===== src/rtl/window_rotate_scheduler.sv =====
// ============================================================================
//  Module   : window_rotate_scheduler
//  Purpose  : Issue controller for the 9-instance rotated-window sampler bank
//             (0..80 deg in 10 deg steps). Orientation bins (0..35, 10 deg
//             each) are split into quadrant (bin/9) and sub-angle (bin%9).
//             The sub-angle drives the bank's one-hot select. A shadow
//             pipeline carries each request's quadrant and tag alongside the
//             bank, so both arrive at the output together with the window.
//  Ports    : clk, rst_n               clock, async active-low reset
//             req_valid/ready/angle/tag request handshake (bin + opaque tag)
//             rot_en, rot_sel, rot_quad bank enable, one-hot select, quadrant
//             out_valid/ready/quad/tag  output window handshake + alignment
//             busy                      any entry in flight or sweep active
//             err_angle                 sticky: an out-of-range bin accepted
//             sweep_start, sweep_done   (WROT_SWEEP_EN only) self-test sweep
//  Config   : define WROT_SWEEP_EN to add the 0..35 sweep FSM and its ports.
//  Revision : 1.0 - initial release
// ============================================================================
`default_nettype none

module window_rotate_scheduler #(
  parameter int PIPE_LAT = 2,
  parameter int TAG_W    = 8
) (
  input  logic             clk,
  input  logic             rst_n,
  input  logic             req_valid,
  output logic             req_ready,
  input  logic [5:0]       req_angle,
  input  logic [TAG_W-1:0] req_tag,
  output logic             rot_en,
  output logic [8:0]       rot_sel,
  output logic [1:0]       rot_quad,
  output logic             out_valid,
  input  logic             out_ready,
  output logic [1:0]       out_quad,
  output logic [TAG_W-1:0] out_tag,
  output logic             busy,
`ifdef WROT_SWEEP_EN
  input  logic             sweep_start,
  output logic             sweep_done,
`endif
  output logic             err_angle
);

  localparam logic [5:0] NUM_BINS = 6'd36;
  localparam logic [5:0] LAST_BIN = 6'd35;

  // Returns {quad, one-hot sel}. Out-of-range bins fall through to bin 0.
  function automatic logic [10:0] decode_bin(input logic [5:0] bin);
    logic [10:0] r;
    r = {2'd0, 9'd1};
    for (int q = 0; q < 4; q++) begin
      for (int s = 0; s < 9; s++) begin
        if (bin == 6'(q * 9 + s)) r = {2'(q), 9'(1) << s};
      end
    end
    return r;
  endfunction

  // Shadow pipeline state; index PIPE_LAT-1 is the output stage.
  logic [PIPE_LAT-1:0] vld_q;
  logic [1:0]          quad_q [PIPE_LAT];
  logic [TAG_W-1:0]    tag_q  [PIPE_LAT];

  logic [8:0]          rot_sel_q;
  logic [1:0]          rot_quad_q;
  logic                err_q;

  logic                issue;
  logic [5:0]          issue_bin;
  logic [TAG_W-1:0]    issue_tag;
  logic [10:0]         dec;
  logic                bin_illegal;
  logic                sweep_active;

  // A held output that is not being taken freezes the bank and the shadow pipe.
  assign rot_en = !(vld_q[PIPE_LAT-1] && !out_ready);

`ifdef WROT_SWEEP_EN
  typedef enum logic [1:0] {
    SW_IDLE  = 2'd0,
    SW_RUN   = 2'd1,
    SW_DRAIN = 2'd2
  } sweep_state_e;

  sweep_state_e state_q;
  logic [5:0]   cnt_q;
  logic         done_q;

  // sweep_start takes priority over a simultaneous request.
  assign req_ready    = rot_en && (state_q == SW_IDLE) && !sweep_start;
  assign sweep_active = (state_q != SW_IDLE);
  assign sweep_done   = done_q;

  always_comb begin
    issue     = req_valid && req_ready;
    issue_bin = req_angle;
    issue_tag = req_tag;
    if (state_q == SW_RUN && rot_en) begin
      issue     = 1'b1;
      issue_bin = cnt_q;
      issue_tag = TAG_W'(cnt_q);
    end
  end

  always_ff @(posedge clk or negedge rst_n) begin
    if (!rst_n) begin
      state_q <= SW_IDLE;
      cnt_q   <= '0;
      done_q  <= 1'b0;
    end else begin
      done_q <= 1'b0;
      case (state_q)
        SW_IDLE: begin
          if (sweep_start && rot_en) begin
            state_q <= SW_RUN;
            cnt_q   <= '0;
          end
        end
        SW_RUN: begin
          // Counter advances only on cycles where the bin was actually issued.
          if (rot_en) begin
            if (cnt_q == LAST_BIN) state_q <= SW_DRAIN;
            else                   cnt_q   <= cnt_q + 6'd1;
          end
        end
        SW_DRAIN: begin
          // vld_q includes the output stage, so this waits for the last consume.
          if (!(|vld_q)) begin
            state_q <= SW_IDLE;
            done_q  <= 1'b1;
          end
        end
        default: state_q <= SW_IDLE;
      endcase
    end
  end
`else
  assign req_ready    = rot_en;
  assign sweep_active = 1'b0;

  always_comb begin
    issue     = req_valid && req_ready;
    issue_bin = req_angle;
    issue_tag = req_tag;
  end
`endif

  assign dec         = decode_bin(issue_bin);
  assign bin_illegal = (issue_bin >= NUM_BINS);

  always_ff @(posedge clk or negedge rst_n) begin
    if (!rst_n) begin
      rot_sel_q  <= 9'h001;
      rot_quad_q <= '0;
      err_q      <= 1'b0;
      vld_q      <= '0;
      for (int i = 0; i < PIPE_LAT; i++) begin
        quad_q[i] <= '0;
        tag_q[i]  <= '0;
      end
    end else begin
      // Issue implies rot_en; without an issue the select keeps its last one-hot value.
      if (issue) begin
        rot_sel_q  <= dec[8:0];
        rot_quad_q <= dec[10:9];
      end
      if (issue && bin_illegal) err_q <= 1'b1;
      if (rot_en) begin
        vld_q[0]  <= issue;
        quad_q[0] <= dec[10:9];
        tag_q[0]  <= issue_tag;
        for (int i = 1; i < PIPE_LAT; i++) begin
          vld_q[i]  <= vld_q[i-1];
          quad_q[i] <= quad_q[i-1];
          tag_q[i]  <= tag_q[i-1];
        end
      end
    end
  end

  assign rot_sel   = rot_sel_q;
  assign rot_quad  = rot_quad_q;
  assign err_angle = err_q;
  assign out_valid = vld_q[PIPE_LAT-1];
  assign out_quad  = quad_q[PIPE_LAT-1];
  assign out_tag   = tag_q[PIPE_LAT-1];
  assign busy      = (|vld_q) || sweep_active;

endmodule

`default_nettype wire


===== config.mk =====
export PLATFORM = sky130hd
export DESIGN_NAME = window_rotate_scheduler
export DESIGN_NICKNAME = d
export VERILOG_FILES = /design/src/rtl/window_rotate_scheduler.sv
export SDC_FILE = /design/constraint.sdc
export NUM_CORES = 1
export LEC_CHECK = 0
export BUFFER_PORTS_ARGS = -buffer_cell sky130_fd_sc_hd__buf_2
export CORE_UTILIZATION = 55
export CTS_CLUSTER_SIZE = 10
export DETAILED_ROUTE_END_ITERATION = 8
export PLACE_DENSITY = 0.82
export SLEW_MARGIN = 20
export SYNTH_ARGS = -nofsm -noshare
export SYNTH_HDL_FRONTEND = slang
export SYNTH_SLANG_ARGS = --single-unit

===== constraint.sdc =====
create_clock -name clk -period 2.4 [get_ports clk]
set_input_delay 0.48 -clock clk [delete_from_list [all_inputs] [get_ports clk]]
set_output_delay 0.48 -clock clk [all_outputs]
set_load 0.05 [all_outputs]

### Yosys cells after proc, flatten, opt, wreduce, memory -nomap -nowiden

Cells that the tools add are included.

* bits in registers: 34
* word-level logic and storage cells: 85

* $lt $le $gt $ge: 1
* eq/ne operators: 35
* multiplexer cells: 35
* reductions and logical operators: 6

Operator list (count)
* 11-bit two-way mux: 34
* 6-bit by 5-bit equality test with 1-bit output (second input constant): 16
* 6-bit by 4-bit equality test with 1-bit output (second input constant): 8
* 6-bit by 3-bit equality test with 1-bit output (second input constant): 4
* 6-bit equality test (second input constant): 4
* 6-bit by 2-bit equality test with 1-bit output (second input constant): 2
* 6-bit by 1-bit equality test with 1-bit output (second input constant): 1
* 6-bit greater-or-equal comparator (second input constant): 1
* 1-bit logical AND: 3
* 1-bit zero test: 2
* 2-bit two-way mux: 1
* 2-bit OR reduction: 1

### Longest topological paths before layout

Gate-level depths: netlist (run 1).

* depth in word-level cells: 36
* depth in mapped cells: 6
* gate-level depth less buffers: 5

### Least setup slack after synthesis (run 1)

Ideal clock, no wire load.

* path kind: register to output
* start: register vld_q[1]
* end: output port rot_en
* arrival time: 1845 ps
* required time: 1920 ps
* setup slack: 75 ps
* stages on the path, launching flop included: 5
* cells stage by stage: dfrtp_1 nor2b_1 inv_2 clkbuf_1 buf_4

* word-level cells in the longest chain between the ends: 2

RTL lines
* start, declared: RTL line 62 `logic [PIPE_LAT-1:0] vld_q;`
* start signal, assigned by index: RTL line 175 `vld_q[i] <= vld_q[i-1];`
* 1-bit logical AND: RTL line 78 `assign rot_en = !(vld_q[PIPE_LAT-1] && !out_ready);`
* 1-bit zero test: RTL line 78
* end, declared: RTL line 31 `output logic rot_en,`

No other way between the ends.

### Worst setup path after layout (run 1)

Ends and elaborated chain as after synthesis.

==> impl_metrics.tcl, run 1 <==
set metrics [dict create \
    outcome "completed" \
    yosysSeqAreaShare 0.491 \
    slew_headroom 0.518 \
    fin_skew_ns 0.0122 \
    hp-class "input pin to asynchronous set/reset pin" \
    antenna_cells 0 \
    fp-row-count 20 \
    cts-hold-fix-buffers 0 \
    grt_antenna_before_repair 0 \
    drt_wl_total_um 3300 \
    critPathCaptureType "primary output" \
    ctsResizeCount 0 \
    leakage_nw 0.989 \
    pre_cts_slack_ns 0.546 \
    drv_slew 0 \
    yosysTopAreaCellShare 0.476 \
    htree_levels 2 \
    synth_seq_cells 34 \
    critPathLaunchType "flop" \
    ant_nets 0 \
    r2r-start "vld_q[1]$_DFFE_PN0N_" \
    numCtsBuffers 5 \
    worstMarginPinSlew_ns 0.723 \
    regArea_um2 852 \
    grt_max_degree 35 \
    syn_avg_cell_area_um2 8.76 \
    route.detailed.drc 0 \
    initial_core_util 0.573 \
    vias 1379 \
    netlist_top_cells_area "dfrtp_1 (48%), nand2_1 (15%), buf_4 (4.8%)" \
    gp_congestion 0.852 \
    grt_use_total 0.204 \
    clk_path_buf_depth 2 \
    synth_flop_cell "dfrtp_1" \
    hpwl_um 2270 \
    routedWlPerCell_um 12.3 \
    total_power_mw 1.51 \
    grt_pass1_wl_um 5130 \
    syn-num-nets 216 \
    fmax_mhz 498 \
    yosys_warnings 0 \
    synth.distinct_cells 45 \
    power.density_nw_per_um2 783 \
    cp.required_ns 1.92 \
    timing_hold_violations_final 0 \
    cp_max_fo 26 \
    crit_type "flop to primary output" \
    fill_cells 271 \
    r2r-end "rot_sel[4]$_DFFE_PN0P_" \
    rrSetupSlack_ns 0.67 \
    min_period_ns 2.01 \
    wl_met1_um 1530 \
    dpl_cell_area_um2 1870 \
    clk_latency_ns 0.32 \
    timing.final.crit_share 0.837 \
    cts_tree "done" \
    viasPerCell 5.13 \
    syn_to_final_growth_pct 11.0 \
    synth_top_area_cell "dfrtp_1" \
    postLayoutCellArea_um2 1930 \
    gr-total-overflow 0 \
    core_um2 3030 \
    finalSetupViolCount 0 \
    finalWorstSetupSlack_ns 0.392 \
    worst_ir_drop_vdd_uv 400 \
    r2r_cells 5 \
    met3WireLength_um 165 \
    holdWs_ns 0.192 \
    die_y_um 58.2 \
    wl_met2_um 1580 \
    clk_pin_slew_ns 0.11 \
    drtIter0Drc 80 \
    postCtsSetupBuffers 0 \
    grt_pass1_vias 1162 \
    io_buffers 43 \
    async_flop_share 1.00 \
    cap_violations 0 \
    tns_ns 0 \
    dr.max_layer_used "met4" \
    rsz0062_at_grt "no" \
    synthesis.area_um2 1740 \
    synthCells 198 \
    drive_gt1_frac 0.253 \
    cts-root-buf "clkbuf_4" \
    synth_edf_count 0 \
    multi_input_area_um2 732 \
    chipWidth_um 58.2 \
    clock_sinks 34 \
    first_pass_iters 4 \
    layout.nets 242 \
    arrival_ns 1.53 \
    die_area_um2 3380 \
    ios 44 \
]
worst max path at each step:
stage | slack, ns | to | startpoint
global route | 0.31 | rot_en | vld_q[1]$_DFFE_PN0N_
floorplan | 0.07 | rot_en | vld_q[1]$_DFFE_PN0N_
global placement | 0.58 | rot_sel[1]$_DFFE_PN0P_ | req_angle[3]
CTS | 0.39 | rot_en | vld_q[1]$_DFFE_PN0N_
finish | 0.39 | rot_en | vld_q[1]$_DFFE_PN0N_
detailed placement | 0.55 | rot_sel[1]$_DFFE_PN0P_ | req_angle[3]
synth_stat cells (all sizes together), types with 2 or more instances:
cell / n
nor2b: 4
and3b: 3
buf: 17
and2: 2
mux2: 3
nand2: 68
clkbuf: 8
o21ai: 9
o31ai: 2
nor4b: 2
nor2: 11
a31oi: 4
mux2i: 2
a21o: 2
nand2b: 3
nor3b: 3
dfrtp: 33
a32o: 2
per-stage QoR:
| stage | std cells | utilization |
|---|---|---|
| after floorplan | 198 | - |
| after global placement | 261 | 0.616 |
| after detailed placement | 261 | 0.616 |
| after CTS | 269 | 0.636 |
| after global routing | 269 | 0.636 |
| final | 269 | 0.636 |
flip-flops by register name, indices dropped and copies added (netlist names):
register	count
err_angle	1
rot_sel	9
vld_q	2
out_quad	2
rot_quad	2
quad_q	2
out_tag	8
tag_q	8
cells in the final DEF, fill, tap and decap left out, types with 2 or more instances in the layout:
master / Yosys / routed
a21o_1: 2 / 2
a31oi_1: 4 / 4
a32o_1: 2 / 2
and3b_1: 3 / 3
buf_2: 4 / 43
clkbuf_4: 0 / 5
dfrtp_1: 33 / 33
mux2_2: 2 / 2
mux2i_1: 2 / 2
nand2_1: 68 / 68
nand2b_1: 3 / 3
nor2_1: 11 / 11
nor2b_1: 4 / 4
nor3b_1: 3 / 3
o21ai_0: 4 / 4
o21ai_1: 5 / 5
o31ai_1: 2 / 2
worst max-delay path, stage by stage (launching register included):
cell,delay (ns)
dfrtp_1,0.40
nor2b_1,0.15
inv_2,0.31
buf_2,0.34
logic make-up (layout without fill, tap and decap cells):
group	Yosys count	after routing	share of synthesized area
compound gates	29	29	0.114
xor+xnor	1	1	0.00505
buf+inv	26	53	0.0872
flops	34	34	0.491
mux	5	5	0.0310
simple gates	103	103	0.272
report_power, final:
part	internal [mW]	switching, mW	total [mW]
Sequential	0.655	0.0398	0.694
Clock	0.142	0.185	0.327
Combinational	0.118	0.368	0.486
Total	0.915	0.593	1.51
layer usage:
metal  vias up  global-route usage
met5         -                   0
met4         0              0.0612
met3         4              0.0603
met2        46               0.338
met1       631               0.257
li1        698                   -
layout make-up:
class | instances | area share
Clock inverter | 1 | 0.00260
Sequential cell | 34 | 0.442
Inverter | 1 | 0.00195
Timing Repair Buffer | 44 | 0.116
Clock buffer | 7 | 0.0286
Tap cell | 44 | 0.0286
Multi-Input combinational cell | 138 | 0.380
(Power assumes the default switching activity.)
==> run 2: changes to the inputs <==
CORE_UTILIZATION = 47   (was 55)
PLACE_DENSITY = 0.75   (was 0.82)
clock period = 1.7 ns   (was 2.4 ns; I/O delays follow)
==> run 2 against run 1 <==
Against the previous run:
- clock skew fell by 0.0022 ns
- via count rose by 3.6%
- flip-flop and latch count unchanged
- core utilization decreased by 3.5 points
==> impl_metrics.tcl, run 2 (synthesis results as in run 1) <==
set metrics [dict create \
    outcome "completed" \
    numCtsBuffers 5 \
    die_y_um 62.8 \
    finalWorstSetupSlack_ns 0.0516 \
    syn_to_final_growth_pct 19.2 \
    initial_core_util 0.504 \
    core_um2 3440 \
    arrival_ns 1.31 \
    die_area_um2 3940 \
    hp-class "input pin to flop" \
    met2_usage 0.314 \
    fin_skew_ns 0.00997 \
    gp_congestion 0.811 \
    grtUsageMet1 0.262 \
    route.detailed.drc 0 \
    busiest_layer "met2" \
    crit_type "flop to primary output" \
    worstMarginPinSlew_ns 0.416 \
    r2r-end "rot_sel[7]$_DFFE_PN0P_" \
    hold_depth 3 \
    drv_slew 0 \
    fp-row-count 21 \
    finalSetupViolCount 0 \
    leakage_nw 1.06 \
    cp_max_fo 19 \
    postLayoutCellArea_um2 2070 \
    timing_hold_violations_final 0 \
    largest_register_ffs 9 \
    hold_end "tag_q[13]$_DFFE_PN0N_" \
    gr-total-overflow 0 \
    fin_cells 279 \
    cts_tree "done" \
    min_period_ns 1.65 \
    critPathCaptureType "primary output" \
    rrSetupSlack_ns 0.26 \
    cp.required_ns 1.36 \
    final_cell_mix "nand2_1 (68), buf_2 (41), dfrtp_1 (32), nor2_1 (11), buf_4 (7)" \
    ios 44 \
    fill_cells 305 \
    hp-start "req_tag[5]" \
    chipWidth_um 62.8 \
    cts-root-buf "clkbuf_8" \
    slew_headroom 0.723 \
    grt_use_total 0.203 \
    grt_pass1_wl_um 6220 \
    power.density_nw_per_um2 1190 \
    layout.nets 250 \
    grt_antenna_before_repair 0 \
    grt_pass1_vias 1335 \
    drtIter0Drc 67 \
    drive_gt1_frac 0.279 \
    first_pass_iters 4 \
    htree_levels 2 \
    layout_commonest_cell "nand2_1" \
    holdWs_ns 0.248 \
    worst_ir_drop_vdd_uv 644 \
    hpwl_um 2510 \
    pre_cts_slack_ns 0.118 \
    cap_violations 0 \
    fin_util 0.601 \
    routedWlPerCell_um 12.7 \
    antenna_cells 0 \
    clock_sinks 34 \
    r2r_cells 4 \
    dpl_cell_area_um2 1930 \
    critPathLaunchType "flop" \
    clk_latency_ns 0.29 \
    crit_start "vld_q[1]$_DFFE_PN0N_" \
    fmax_mhz 607 \
    timing.final.crit_share 0.970 \
    clk_path_buf_depth 2 \
    io_buffers 43 \
    r2r-start "vld_q[1]$_DFFE_PN0N_" \
    dp_cells 270 \
    grt_max_degree 20 \
    vias 1429 \
    clk_pin_slew_ns 0.07 \
    viasPerCell 5.12 \
    ant_nets 0 \
    use_met3 0.0602 \
    drt_wl_total_um 3550 \
]
## run 2: worst max-delay path, stage by stage, from the launching register on
cell and delay [ns]:
dfrtp_2 0.36, nor2b_1 0.28, inv_4 0.15, clkbuf_4 0.24
## run 2: cell type report
cell class	count	area [um2]	share of cell area
clock buffers	7	86.3	0.0417
clock inverters	1	30.0	0.0145
well taps	46	57.6	0.0278
repair buffers	52	303	0.146
multi-input cells	138	732	0.354
inverters	1	6.26	0.00302
flip-flops and latches	34	853	0.413
## run 2: per-layer routing
metal | share of wire | routed length (um)
met5 | 0 | 0
met4 | 0.013 | 46
met2 | 0.48 | 1700
met3 | 0.040 | 143
met1 | 0.47 | 1660
## run 2: how the worst max path moves through the flow
| stage | endpoint | slack [ns] | depth (start not counted) |
|---|---|---|---|
| 3_5_place_dp | rot_sel[1]$_DFFE_PN0P_ | 0.12 | 5 |
| 3_3_place_gp | rot_sel[1]$_DFFE_PN0P_ | 0.14 | 5 |
| 2_1_floorplan | rot_en | 0.07 | 4 |
| 4_1_cts | req_ready | -0.05 | 3 |
| 6_report | req_ready | 0.05 | 3 |
| 5_1_grt | req_ready | -0.01 | 3 |
## run 2: repair_timing
item,4_1_cts,5_1_grt
setup buffers,0,0
hold buffers,1,0
gates cloned,0,0
endpoints found under the setup margin,2,2
endpoints found under the hold margin,16,0
gates resized for setup,0,3
## run 2: stage by stage
| step | setup TNS [ns] | power, mW |
|---|---|---|
| final | 0 | 2.46 |
| after global routing | -0.0293 | 2.58 |
| after CTS | -0.100 | 2.48 |
| after detailed placement | 0 | 1.71 |
| after global placement | 0 | 1.70 |
| after floorplan | 0 | 1.59 |
## run 2: power by group
part           total (mW)  leakage, nW  switching (mW)  internal, mW
combinational       0.717        0.582           0.528         0.189
sequential          0.982        0.416          0.0559         0.926
clock               0.763       0.0585           0.285         0.478
